===== src/rtl/sparse_pkg.sv =====
// Shared sizing, beat type and FSM encoding for the sparse chunk writer path.
// Sizes mirror the global chunk-store macros when they are defined.
`ifndef BUS_SIZE
`define BUS_SIZE 4
`endif
`ifndef CHUNK_SIZE
`define CHUNK_SIZE 16
`endif

package sparse_pkg;
   localparam int BUS_SIZE   = `BUS_SIZE;
   localparam int CHUNK_SIZE = `CHUNK_SIZE;
   localparam int BEATS      = CHUNK_SIZE / BUS_SIZE;

   typedef logic [BUS_SIZE-1:0][7:0] beat_t;

   typedef enum logic {
      FILL  = 1'b0,
      DRAIN = 1'b1
   } state_e;
endpackage


===== src/rtl/sparse_beat_compactor.sv =====
// Combinational per-beat compaction: nonzero mask, popcount and the nonzero
// bytes left-packed in ascending byte order, zero-filled above the popcount.
module sparse_beat_compactor #(
   parameter int BUS_SIZE = sparse_pkg::BUS_SIZE
) (
   input  logic [BUS_SIZE-1:0][7:0]     beat,
   output logic [BUS_SIZE-1:0]          mask,
   output logic [$clog2(BUS_SIZE):0]    popcnt,
   output logic [BUS_SIZE-1:0][7:0]     pk_bytes
);
   localparam int PW = $clog2(BUS_SIZE);

   // popcnt doubles as the running prefix sum that picks each byte's slot
   always_comb begin
      mask     = '0;
      popcnt   = '0;
      pk_bytes = '0;
      for (int b = 0; b < BUS_SIZE; b++) begin
         mask[b] = (beat[b] != 8'h00);
         if (mask[b]) begin
            pk_bytes[popcnt[PW-1:0]] = beat[b];
            popcnt = popcnt + 1'b1;
         end
      end
   end
endmodule


===== src/rtl/sparse_chunk_encoder.sv =====
// Dense-to-sparse chunk encoder: compacts BEATS input beats into a chunk buffer,
// then streams sparsemap slices and compacted bytes to the chunk store.
module sparse_chunk_encoder #(
   parameter int BUS_SIZE   = sparse_pkg::BUS_SIZE,
   parameter int CHUNK_SIZE = sparse_pkg::CHUNK_SIZE,
   parameter int BEATS      = CHUNK_SIZE / BUS_SIZE
) (
   input  logic                          clk_i,
   input  logic                          rst_ni,
   input  logic                          in_valid_i,
   output logic                          in_ready_o,
   input  logic [BUS_SIZE-1:0][7:0]      in_data_i,
   output logic [BUS_SIZE-1:0]           wr_sparsemap_o,
   output logic [BUS_SIZE-1:0][7:0]      wr_nonzero_data_o,
   output logic                          wr_valid_o,
   output logic [$clog2(BEATS)-1:0]      wr_count_o,
   output logic                          done_o,
   output logic [$clog2(CHUNK_SIZE):0]   nnz_o
);
   localparam int BW = $clog2(BEATS);
   localparam int NW = $clog2(CHUNK_SIZE) + 1;
   localparam int AW = $clog2(CHUNK_SIZE);
   localparam int CW = $clog2(BUS_SIZE) + 1;

   sparse_pkg::state_e              state;
   logic [BW-1:0]                   in_cnt, out_cnt;
   logic [NW-1:0]                   nnz, base;
   logic [CHUNK_SIZE-1:0]           smap;
   logic [CHUNK_SIZE-1:0][7:0]      chunk_buf;
   logic                            done_q, accept;
   logic [BUS_SIZE-1:0]             beat_mask;
   logic [CW-1:0]                   beat_pc;
   logic [BUS_SIZE-1:0][7:0]        beat_pk;

   sparse_beat_compactor #(.BUS_SIZE(BUS_SIZE)) u_compactor (
      .beat     (in_data_i),
      .mask     (beat_mask),
      .popcnt   (beat_pc),
      .pk_bytes (beat_pk)
   );

   assign accept = in_valid_i && (state == sparse_pkg::FILL);
   // beat 0 restarts the count so the previous chunk's nnz stays visible until then
   assign base   = (in_cnt == '0) ? '0 : nnz;

   always_ff @(posedge clk_i or negedge rst_ni) begin
      if (!rst_ni) begin
         state   <= sparse_pkg::FILL;
         in_cnt  <= '0;
         out_cnt <= '0;
         nnz     <= '0;
         smap    <= '0;
         done_q  <= 1'b0;
      end else begin
         done_q <= 1'b0;
         case (state)
            sparse_pkg::FILL: if (accept) begin
               smap[BUS_SIZE*in_cnt +: BUS_SIZE] <= beat_mask;
               nnz <= base + NW'(beat_pc);
               if (in_cnt == BW'(BEATS-1)) begin
                  state   <= sparse_pkg::DRAIN;
                  in_cnt  <= '0;
                  out_cnt <= '0;
               end else begin
                  in_cnt <= in_cnt + 1'b1;
               end
            end
            sparse_pkg::DRAIN: begin
               if (out_cnt == BW'(BEATS-1)) begin
                  state   <= sparse_pkg::FILL;
                  out_cnt <= '0;
                  done_q  <= 1'b1;
               end else begin
                  out_cnt <= out_cnt + 1'b1;
               end
            end
            default: state <= sparse_pkg::FILL;
         endcase
      end
   end

   // Data storage needs no reset: reads are masked by nnz.
   always_ff @(posedge clk_i) begin
      if (accept) begin
         for (int i = 0; i < BUS_SIZE; i++)
            if (i < int'(beat_pc))
               chunk_buf[AW'(int'(base) + i)] <= beat_pk[i];
      end
   end

   assign in_ready_o = (state == sparse_pkg::FILL);
   assign wr_valid_o = (state == sparse_pkg::DRAIN);
   assign wr_count_o = out_cnt;
   assign done_o     = done_q;
   assign nnz_o      = nnz;

   always_comb begin
      wr_sparsemap_o    = '0;
      wr_nonzero_data_o = '0;
      if (state == sparse_pkg::DRAIN) begin
         wr_sparsemap_o = smap[BUS_SIZE*out_cnt +: BUS_SIZE];
         for (int b = 0; b < BUS_SIZE; b++)
            if (BUS_SIZE*int'(out_cnt) + b < int'(nnz))
               wr_nonzero_data_o[b] = chunk_buf[AW'(BUS_SIZE*int'(out_cnt) + b)];
      end
   end
endmodule


===== config.mk =====
export PLATFORM = sky130hd
export DESIGN_NAME = sparse_chunk_encoder
export DESIGN_NICKNAME = d
export VERILOG_FILES = /design/src/rtl/sparse_pkg.sv /design/src/rtl/sparse_beat_compactor.sv /design/src/rtl/sparse_chunk_encoder.sv
export SDC_FILE = /design/constraint.sdc
export NUM_CORES = 1
export LEC_CHECK = 0
export BUFFER_PORTS_ARGS = -buffer_cell sky130_fd_sc_hd__buf_4
export CAP_MARGIN = 20
export CORE_UTILIZATION = 53
export DETAILED_ROUTE_END_ITERATION = 10
export GPL_TIMING_DRIVEN = 0
export PLACE_DENSITY_LB_ADDON = 0.08
export SLEW_MARGIN = 20
export SYNTH_ARGS = -nofsm -noshare
export SYNTH_HDL_FRONTEND = slang
export SYNTH_SLANG_ARGS = --single-unit

===== constraint.sdc =====
create_clock -name clk_i -period 6 [get_ports clk_i]
set_input_delay 0 -clock clk_i [delete_from_list [all_inputs] [get_ports clk_i]]
set_output_delay 0 -clock clk_i [all_outputs]
set_load 0.05 [all_outputs]

Word-level counts from Yosys, hierarchy flattened

Cells that the tools add are included.

Logic and storage cells: 151
Flip-flop bits (word level): 155
Memory bits (writable): 0
Bits in latches: 0
ROM bits: 0
Output and inout port bits: 46
Memories: 0
Bits of input ports: 35

Equal/unequal tests: 4
Bitwise logic cells: 1
Shifts and indexed selects: 3
Multiply operators: 0
Order comparisons: 26
$add $sub $neg: 13
Reduce and logical (&&, ||, !) cells: 15
Divide/modulo/power cells: 0
Mux-type cells: 67

Operators by type and width:

| cell                      | number |
|---|---|
| $mux W128                 | 7 |
| $bwmux W128               | 4 |
| $mux W8                   | 20 |
| $demux W8 S4              | 4 |
| $mux W32                  | 4 |
| $bmux W8 S4               | 3 |
| $bwmux W32                | 3 |
| $lt A32 B6 Y1             | 3 |
| $demux W8 S2              | 3 |
| $lt A4 B6 Y1 const B      | 8 |
| $neg A4 Y34               | 1 |
| $shift A4 B34 Y16 const A | 1 |
| $shiftx A4 B34 Y16        | 1 |
| $reduce_bool A8 Y1        | 4 |
| $bmux W8 S2               | 1 |
| $bwmux W16                | 1 |
| $ge A4 B1 Y1 const B      | 4 |
| $shiftx A16 B5 Y4         | 1 |
| $add A4 B2 Y5 const B     | 2 |
| $mux W3                   | 3 |
| $add A4 B2 Y4 const B     | 2 |
| $logic_and A1 B1 Y1       | 8 |
| $mux W2                   | 4 |
| $add A3 B1 Y3 const B     | 2 |
| other kinds (22)          | 35 |

Depth between registers and ports, before layout

Gate-level depths: netlist of the first run.

Depth in word-level cells: 23
Mapped depth: 15
Mapped depth without buffers: 13

Cells and area by module

Synthesis of the first run repeated with hierarchy kept, for this count alone.

Cells, all modules: 1050
Area, all modules: 10950.5 µm²

Modules (own cells, without submodules):

| module                | area an instance (µm²) | seq. area each (µm²) | cells an instance | instances |
|---|---|---|---|---|
| sparse_chunk_encoder  | 9868.2                 | 4519.3               | 907               | 1 |
| sparse_beat_compactor | 1082.3                 | 0.0                  | 143               | 1 |

Least setup slack after synthesis of the first run

Ideal clock, no wire load.

Path kind: register -> register
From: reg state, in the netlist wr_valid_o
To: reg smap[10]
Library setup time: 0.068 ns
Buffers on the path: 1
Slack: -0.482 ns
Period minus slack after synthesis: 6.482 ns
Required time: 5.932 ns
Cell stages (with the launch flop): 8
Arrival: 6.414 ns
Cell sequence: dfrtp_1 -> inv_1 -> nand2_1 -> inv_1 -> clkbuf_1 -> nand2_1 -> nor4_1 -> a22o_1

Word-level cells in the longest chain between the ends: 3

Ends and longest elaborated chain:

| item                          | RTL line                   | RTL |
|---|---|---|
| start, declared               | sparse_chunk_encoder.sv:25 | `sparse_pkg::state_e state;` |
| start signal, assigned        | sparse_chunk_encoder.sv:48 | `state <= sparse_pkg::FILL;` |
| start signal, assigned        | sparse_chunk_encoder.sv:61 | `state <= sparse_pkg::DRAIN;` |
| start signal, assigned        | sparse_chunk_encoder.sv:70 | `state <= sparse_pkg::FILL;` |
| $not A1 Y1 (no line)          | n/a                        |  |
| net in_ready_o                | sparse_chunk_encoder.sv:11 | `output logic in_ready_o,` |
| $logic_and A1 B1 Y1           | sparse_chunk_encoder.sv:42 | `assign accept = in_valid_i && (state == sparse_pkg::FILL);` |
| net accept                    | sparse_chunk_encoder.sv:30 | `logic done_q, accept;` |
| $reduce_and A2 Y1 (no line)   | n/a                        |  |
| end signal, assigned by index | sparse_chunk_encoder.sv:58 | `smap[BUS_SIZE*in_cnt +: BUS_SIZE] <= beat_mask;` |
| end, declared                 | sparse_chunk_encoder.sv:28 | `logic [CHUNK_SIZE-1:0] smap;` |

The timed path passes the listed nets, and every way through them passes these cells.
A chain may end at the register's enable or synchronous reset.

Worst setup path after layout of the first run

From: reg in_cnt[0]
To: reg chunk_buf[61] (netlist bit) (data pin)

Word-level cells in the longest chain between the ends: 17
Elaborated cells between the ends (all ways): 36
Those cells by class: add/sub: 3; order compare: 8; mux: 20; reduce/logical: 5

Ends and longest elaborated chain:

| item                                                                  | RTL line                   | RTL |
|---|---|---|
| start, declared                                                       | sparse_chunk_encoder.sv:26 | `logic [BW-1:0] in_cnt, out_cnt;` |
| start signal, assigned                                                | sparse_chunk_encoder.sv:65 | `in_cnt <= in_cnt + 1'b1;` |
| $logic_not A2 Y1 (*)                                                  | sparse_chunk_encoder.sv:44 | `assign base = (in_cnt == '0) ? '0 : nnz;` |
| $mux W5 (*)                                                           | sparse_chunk_encoder.sv:44 |  |
| parallel branches: the longest is 14 deep, another holds $lt A4 B6 Y1 | n/a                        |  |
| $mux W128 (*)                                                         | sparse_chunk_encoder.sv:86 | `if (i < int'(beat_pc))` |
| end signal, assigned by index                                         | sparse_chunk_encoder.sv:87 | `chunk_buf[AW'(int'(base) + i)] <= beat_pk[i];` |
| end, declared                                                         | sparse_chunk_encoder.sv:29 | `logic [CHUNK_SIZE-1:0][7:0] chunk_buf;` |

Mark *: on every way between the ends. The select of a mux whose other input is x is not followed.

==> run_results.csv, run 1 <==
group,metric,value,unit
status,status,"completed",
clock_network,root_buffer,"clkbuf_16",
yosys,synth_cells,959,
critical_path,endpoint_kind,"flop",
hold_path,hold_class,"in -> async",
yosys,syn_area_per_cell,10.97,um2
global_route,grt_max_degree,94,
global_route,grt_pass1_wl,48880,um
critical_path,path_class,"reg -> reg",
place,placed_area,11550,um2
critical_path,worstPathRequired,6.25,ns
cells_and_area,fill_cells,1640,
place,gp_congestion,0.9559,
yosys,ys.flop_type,"edfxtp_1",
clock_network,cts_buffers,17,
place,post-place-cells,1308,
global_route,first_global_vias,8269,
floorplan,core,19460,um2
sta,whs,0.007896,ns
cells_and_area,area_growth,15.76,%
sta,hold_viol_final,0,
sta,clock_skew,0.01217,ns
yosys,synth_edf_count,128,
global_route,grt_use_total,32.90,%
place,pre_cts_slack,1.480,ns
sta,slew_headroom,12.20,%
drt,first_pass_iters,8,
critical_path,worstPathArrival,4.99,ns
yosys,synth-seq-area-share,42.97,%
sta,fin_setup_tns,0,ns
yosys,ys_seq_elements,155,
yosys,synth_area,10520,um2
clock_network,cts_hold_buf,2,
drt,ant_nets,0,
drt,routedWlPerCell,24.09,um
floorplan,dieArea,20410,um2
cells_and_area,fin_cells,1343,
pwr,ir_drop,350.9,uV
pwr,finalPower,6.319,mW
clock_network,clockBufferDepth,2,
critical_path,reg2regPathDepth,14,
yosys,postSynthNetCount,1014,
cells_and_area,fin_area,12180,um2
sta,setup_slack,1.268,ns
drt,drtIter0Drc,1118,
pwr,p_leak,4.352,nW
critical_path,worstSetupStartpointType,"flop",
cells_and_area,n_antenna_cell,0,
pwr,power_density,519.0,nW/um2
sta,fmax,0.2113,GHz
yosys,async_reset_ff_share,17.42,%
floorplan,start_util,54.04,%
drt,route.detailed.drc,0,
clock_network,clock_latency,0.44,ns
clock_network,cts_setup_buffers,0,
clock_network,ctsResizeCount,0,
global_route,antenna_found_initial,0,
sta,worstMarginPinSlew,1.280,ns
place,port_buffers,80,
sta,setup_viol,0,
drt,vias,8734,
sta,drv_slew,0,
cells_and_area,drive_gt1_share,23.19,%
clock_network,cts_sinks,155,
clock_network,tritoncts,"done",
sta,grt_setup_unrepaired,"false",
drt,drt_wl_total,32360,um
floorplan,ios,81,
critical_path,crit_fanout,10,
sta,min_period_over_period,78.87,%
yosys,synth_warnings,0,
flow_run,max_cap_viol_count,0,
place,dp_hpwl,22530,um
yosys,synth_cell_types,72,
clock_network,cts.clk_slew.worst_paths,0.08,ns
drt,viasPerCell,6.503,
floorplan,fp.dieH,142.9,um
floorplan,die_w,142.9,um
sta,fin_crit,4.732,ns
global_route,gr-total-overflow,0,
cells_and_area,nNetsFinal,1120,
floorplan,rows,51,
cells_and_area,utilization,62.56,%
clock_network,htree_levels,4,
==> critical path, stage by stage, from the launching register on <==
cell      delay (ns)
dfrtp_1         0.46
inv_1           0.20
ha_1            0.18
clkbuf_1        0.28
nand2b_1        0.16
clkbuf_1        0.37
clkinv_1        0.39
ha_1            0.32
a21oi_1         0.15
nor2_1          0.06
o22ai_1         0.55
nand4_1         0.59
and3_1          0.38
clkbuf_2        0.19
a211oi_1        0.28
==> placed cells by master (no fill, tap or decap), types with 8 or more instances in the layout <==
cell	netlist	layout
a31o_2	16	16
nor4_1	10	10
a41o_1	8	8
nor2b_1	36	36
o21ai_0	18	15
a211oi_2	18	18
a22oi_1	8	8
a22o_1	12	12
a31oi_1	24	24
inv_1	38	38
mux2i_1	81	69
o211ai_2	10	10
o2bb2ai_1	8	8
nand2_1	64	64
clkbuf_1	87	86
nand4_1	8	8
a21oi_1	22	22
o211ai_1	25	25
nor2_1	47	47
edfxtp_1	128	128
mux4_2	36	36
a211oi_1	17	17
and2_1	15	15
ha_1	19	19
clkbuf_16	0	17
mux2i_2	0	12
buf_2	12	14
dfrtp_1	27	27
buf_4	2	85
o22ai_1	57	57
==> cells in the mapped netlist (6+ instances only) <==
cell type    n  area (um2)
edfxtp_1   128        3844
clkbuf_1    87       326.6
mux2i_1     81       810.8
nand2_1     64       240.2
o22ai_1     57       356.6
nor2_1      47       176.4
inv_1       38       142.6
mux4_2      36       810.8
nor2b_1     36       225.2
dfrtp_1     27       675.7
o211ai_1    25       187.7
a31oi_1     24       150.1
a21oi_1     22       110.1
ha_1        19       237.7
a211oi_2    18       225.2
o21ai_0     18       90.09
a211oi_1    17       127.6
a31o_2      16       140.1
and2_1      15       93.84
a22o_1      12       105.1
buf_2       12       60.06
nor4_1      10       62.56
o211ai_2    10       125.1
a22oi_1      8       60.06
a41o_1       8       80.08
nand4_1      8       50.05
o2bb2ai_1    8       70.07
a21o_1       7       52.55
a221oi_1     7       61.31
buf_1        6       22.52
or4_1        6       45.04
==> final cells by class <==
class	count	area, um2	area share, %
Clock inverter	15	168.9	1.387
Multi-Input combinational cell	650	5408	44.41
Timing Repair Buffer	87	675.6	5.549
Inverter	41	153.9	1.264
Clock buffer	17	425.4	3.494
Tap cell	265	331.6	2.723
Sequential cell	155	4519	37.12
Buffer	113	493.0	4.049
==> report_power, final <==
group	internal, mW	total [mW]	leakage (nW)	switching, mW
clock	0.563	1.11	0.289	0.547
sequential	1.61	1.80	1.36	0.195
combinational	1.28	3.40	2.71	2.13
total	3.45	6.32	4.35	2.87
==> routing by layer <==
metal | GRT usage [%] | vias to the layer above | wire length, um
met3 | 5.131 | 97 | 2725
met1 | 45.80 | 4246 | 13710
li1 | - | 3918 | -
met4 | 17.15 | 0 | 1574
met2 | 49.72 | 473 | 14350
met5 | 0 | - | 0
==> worst paths after layout <==
kind | end | slack [ns] | from
setup / recovery | chunk_buf[61] | 1.27 | in_cnt[0]
hold / removal | smap[4] | 0.008 | rst_ni
setup reg to reg | chunk_buf[61] | 1.27 | in_cnt[0]
hold reg to reg | smap[14] | 0.49 | smap[14]
max in group asynchronous | nnz_o[4] | 5.73 | rst_ni
min in group clk_i | smap[1] | 0.11 | in_data_i[14]
==> registers in the layout, indices dropped and copies added (netlist names) <==
register and flops:
nnz_o 5, done_o 1, smap 16, in_cnt 2, chunk_buf 128, wr_valid_o 1, wr_count_o 2
==> cells by family after synthesis <==
logic type | Yosys count | share of synthesized area, %
AO/OA/AOI/OAI | 284 | 21.26
buffers and inverters | 154 | 6.043
AND/OR/NAND/NOR | 224 | 11.44
flip-flops | 155 | 42.97
adder cells (fa/ha/maj) | 20 | 2.451
multiplexers | 117 | 15.42
XOR/XNOR | 5 | 0.4164
Power figures use the tool's default switching activity.
==> inputs of run 2 (changes only) <==
Settings changed: ABC_AREA set to 1.
Clock period 6 ns to 4.8 ns, I/O delays scaled along.
==> run_results.csv, run 2 <==
group,metric,value,unit
yosys,synth-seq-area-share,38.72,%
sta,grt_setup_unrepaired,"false",
critical_path,cp_slowest_cell,"a31oi_1",
clock_network,htree_levels,4,
critical_path,r2r_end,"chunk_buf[5]",
yosys,synth_edf_count,128,
yosys,syn_area_per_cell,6.751,um2
drt,ant_nets,0,
yosys,synth_warnings,0,
cells_and_area,fin_area,13340,um2
cells_and_area,largest_reg_flops,128,
yosys,synth_top_area_cell,"edfxtp_1",
yosys,synth_top_cells_by_count,"nand2_1, nor2_1, inv_1",
sta,setup_viol,0,
flow_run,max_cap_viol_count,0,
clock_network,cts_setup_buffers,0,
global_route,grt_use_total,38.49,%
clock_network,clockBufferDepth,2,
yosys,synth_cells,1729,
drt,drtIter0Drc,1398,
floorplan,rows,53,
pwr,power_density,710.4,nW/um2
critical_path,worstPathRequired,4.99,ns
global_route,grt_pass1_wl,64020,um
cells_and_area,layout_common_cells,"nand2_1, nor2_1, inv_1",
clock_network,root_buffer,"clkbuf_16",
sta,drv_slew,0,
sta,hold_viol_final,0,
global_route,antenna_found_initial,1,
pwr,ir_drop,348.3,uV
yosys,synth_most_common_cell,"nand2_1",
cells_and_area,utilization,62.66,%
yosys,synth_area,11670,um2
yosys,async_reset_ff_share,17.42,%
cells_and_area,largest-register,"chunk_buf",
clock_network,ctsResizeCount,0,
yosys,yosys-top-cells-area,"edfxtp_1, nand2_1, nor2_1",
pwr,p_leak,6.040,nW
place,gp_congestion,0.9864,
place,port_buffers,80,
sta,fin_crit,4.090,ns
critical_path,rrSetupSlack,1.04,ns
critical_path,slowest_delay,0.88,ns
yosys,ys.flop_type,"edfxtp_1",
yosys,synth_cell_types,41,
floorplan,start_util,54.83,%
cells_and_area,n_antenna_cell,0,
floorplan,fp.dieH,150.4,um
sta,slew_headroom,17.56,%
clock_network,clock_latency,0.44,ns
place,placed_area,12700,um2
place,pre_cts_slack,0.4855,ns
clock_network,cts_sinks,155,
critical_path,path_cells,"buf_4 -> nor2_1 -> nand2_1 -> nor2_1 -> clkbuf_1 -> inv_1 -> ha_1 -> buf_2 -> inv_1 -> o21ai_1 -> nand2_2 -> nor2_1 -> nand2_2 -> buf_4 -> a31oi_1 -> inv_1 -> a21oi_1 -> a21oi_1",
critical_path,cp-endpoint,"chunk_buf[53]",
global_route,gr-total-overflow,0,
floorplan,ios,81,
critical_path,endpoint_kind,"flop",
critical_path,worstPathArrival,4.28,ns
critical_path,worstSetupStartpointType,"primary input",
hold_path,hold_class,"in -> async",
cells_and_area,nNetsFinal,1886,
drt,viasPerCell,5.757,
drt,first_pass_iters,6,
sta,min_period_over_period,85.21,%
cells_and_area,drive_gt1_share,11.88,%
cells_and_area,area_growth,14.27,%
sta,setup_slack,0.7097,ns
critical_path,crit_path_start,"in_data_i[3]",
yosys,postSynthNetCount,1784,
drt,drt_wl_total,42040,um
drt,vias,12200,
drt,routedWlPerCell,19.84,um
sta,clock_skew,0.01451,ns
critical_path,timing.rr.start,"in_cnt[0]",
yosys,yosysTopAreaCellShare,32.93,%
critical_path,reg2regPathDepth,16,
yosys,ys_seq_elements,155,
drt,route.detailed.drc,0,
clock_network,cts.clk_slew.worst_paths,0.07,ns
cells_and_area,mostFrequentLayoutCell,"nand2_1",
critical_path,crit_fanout,11,
floorplan,dieArea,22620,um2
status,status,"completed",
floorplan,die_w,150.4,um
floorplan,core,21290,um2
clock_network,tritoncts,"done",
sta,fin_setup_tns,0,ns
global_route,first_global_vias,11320,
sta,fmax,0.2445,GHz
global_route,grt_max_degree,88,
sta,worstMarginPinSlew,1.228,ns
clock_network,cts_buffers,17,
place,dp_hpwl,30340,um
critical_path,path_class,"in -> reg",
## run 2: changes by cell type after synthesis, sizes merged, moves of 92 or more
cell	change
a21oi	+119
inv	+145
nand2	+370
nand3	+92
nor2	+289
o21ai	+116
## run 2: worst min path at each step
stage / startpoint / to / slack, ns
detailed placement: rst_ni / nnz_o[0] / -0.06
global route: rst_ni / smap[15] / 0.05
finish: rst_ni / nnz_o[0] / 0.02
CTS: rst_ni / smap[15] / 0.01
floorplan: rst_ni / done_o / -0.30
global placement: rst_ni / nnz_o[0] / -0.06
## run 2: per-stage QoR
stage	hold WS, ns	std cells	power (mW)
2_1_floorplan	-0.2956	1729	6.323
5_1_grt	0.05365	2119	10.12
4_1_cts	0.01379	2119	9.375
6_report	0.01549	2119	9.475
3_3_place_gp	-0.06440	2084	7.865
3_5_place_dp	-0.06206	2085	7.933
## run 2: kinds of logic (layout without fill, tap and decap cells)
kind of cell,Yosys count,after routing,share of synthesized area [%]
AO/OA/AOI/OAI,320,320,14.97
XOR/XNOR,5,5,0.3752
adder cells (fa/ha/maj),20,20,2.208
buffers and inverters,317,432,10.69
flip-flops,155,155,38.72
AND/OR/NAND/NOR,912,912,33.04
## run 2: routing by layer
layer | vias up | global-route usage (%) | part of all wire (%)
met5 | - | 0 | 0.029
li1 | 5804 | - | -
met3 | 125 | 8.515 | 11
met2 | 688 | 58.69 | 43
met4 | 2 | 18.54 | 4.3
met1 | 5580 | 51.60 | 41
## run 2: final cells by class
class | instances | area [um2]
fill | 2005 | 7949
multi-input combinational | 1257 | 5962
sequential | 155 | 4519
inverter | 184 | 690.7
timing repair buffer | 83 | 648.1
buffer | 133 | 566.8
clock buffer | 18 | 429.2
tap | 275 | 344.1
clock inverter | 14 | 177.7
## run 2: report_power, final
| part | total [mW] | internal, mW | switching (mW) | leakage [nW] |
|---|---|---|---|---|
| clock network | 1.44 | 0.790 | 0.652 | 0.291 |
| registers | 2.60 | 2.24 | 0.358 | 1.57 |
| logic | 5.44 | 1.64 | 3.80 | 4.18 |
| total | 9.47 | 4.67 | 4.81 | 6.04 |
## run 2: what timing repair did
item | in CTS | in global routing
endpoints found under the hold margin | 28 | 0
hold buffers | 2 | 0
setup endpoints to repair | 0 | 0
## run 2: critical path, delay by kind of cell
kind / cells / cell delay [ns]
AO/OA/AOI/OAI: 4 / 1.34
adder cells (fa/ha/maj): 1 / 0.32
buffers and inverters: 7 / 1.73
AND/OR/NAND/NOR: 6 / 0.89
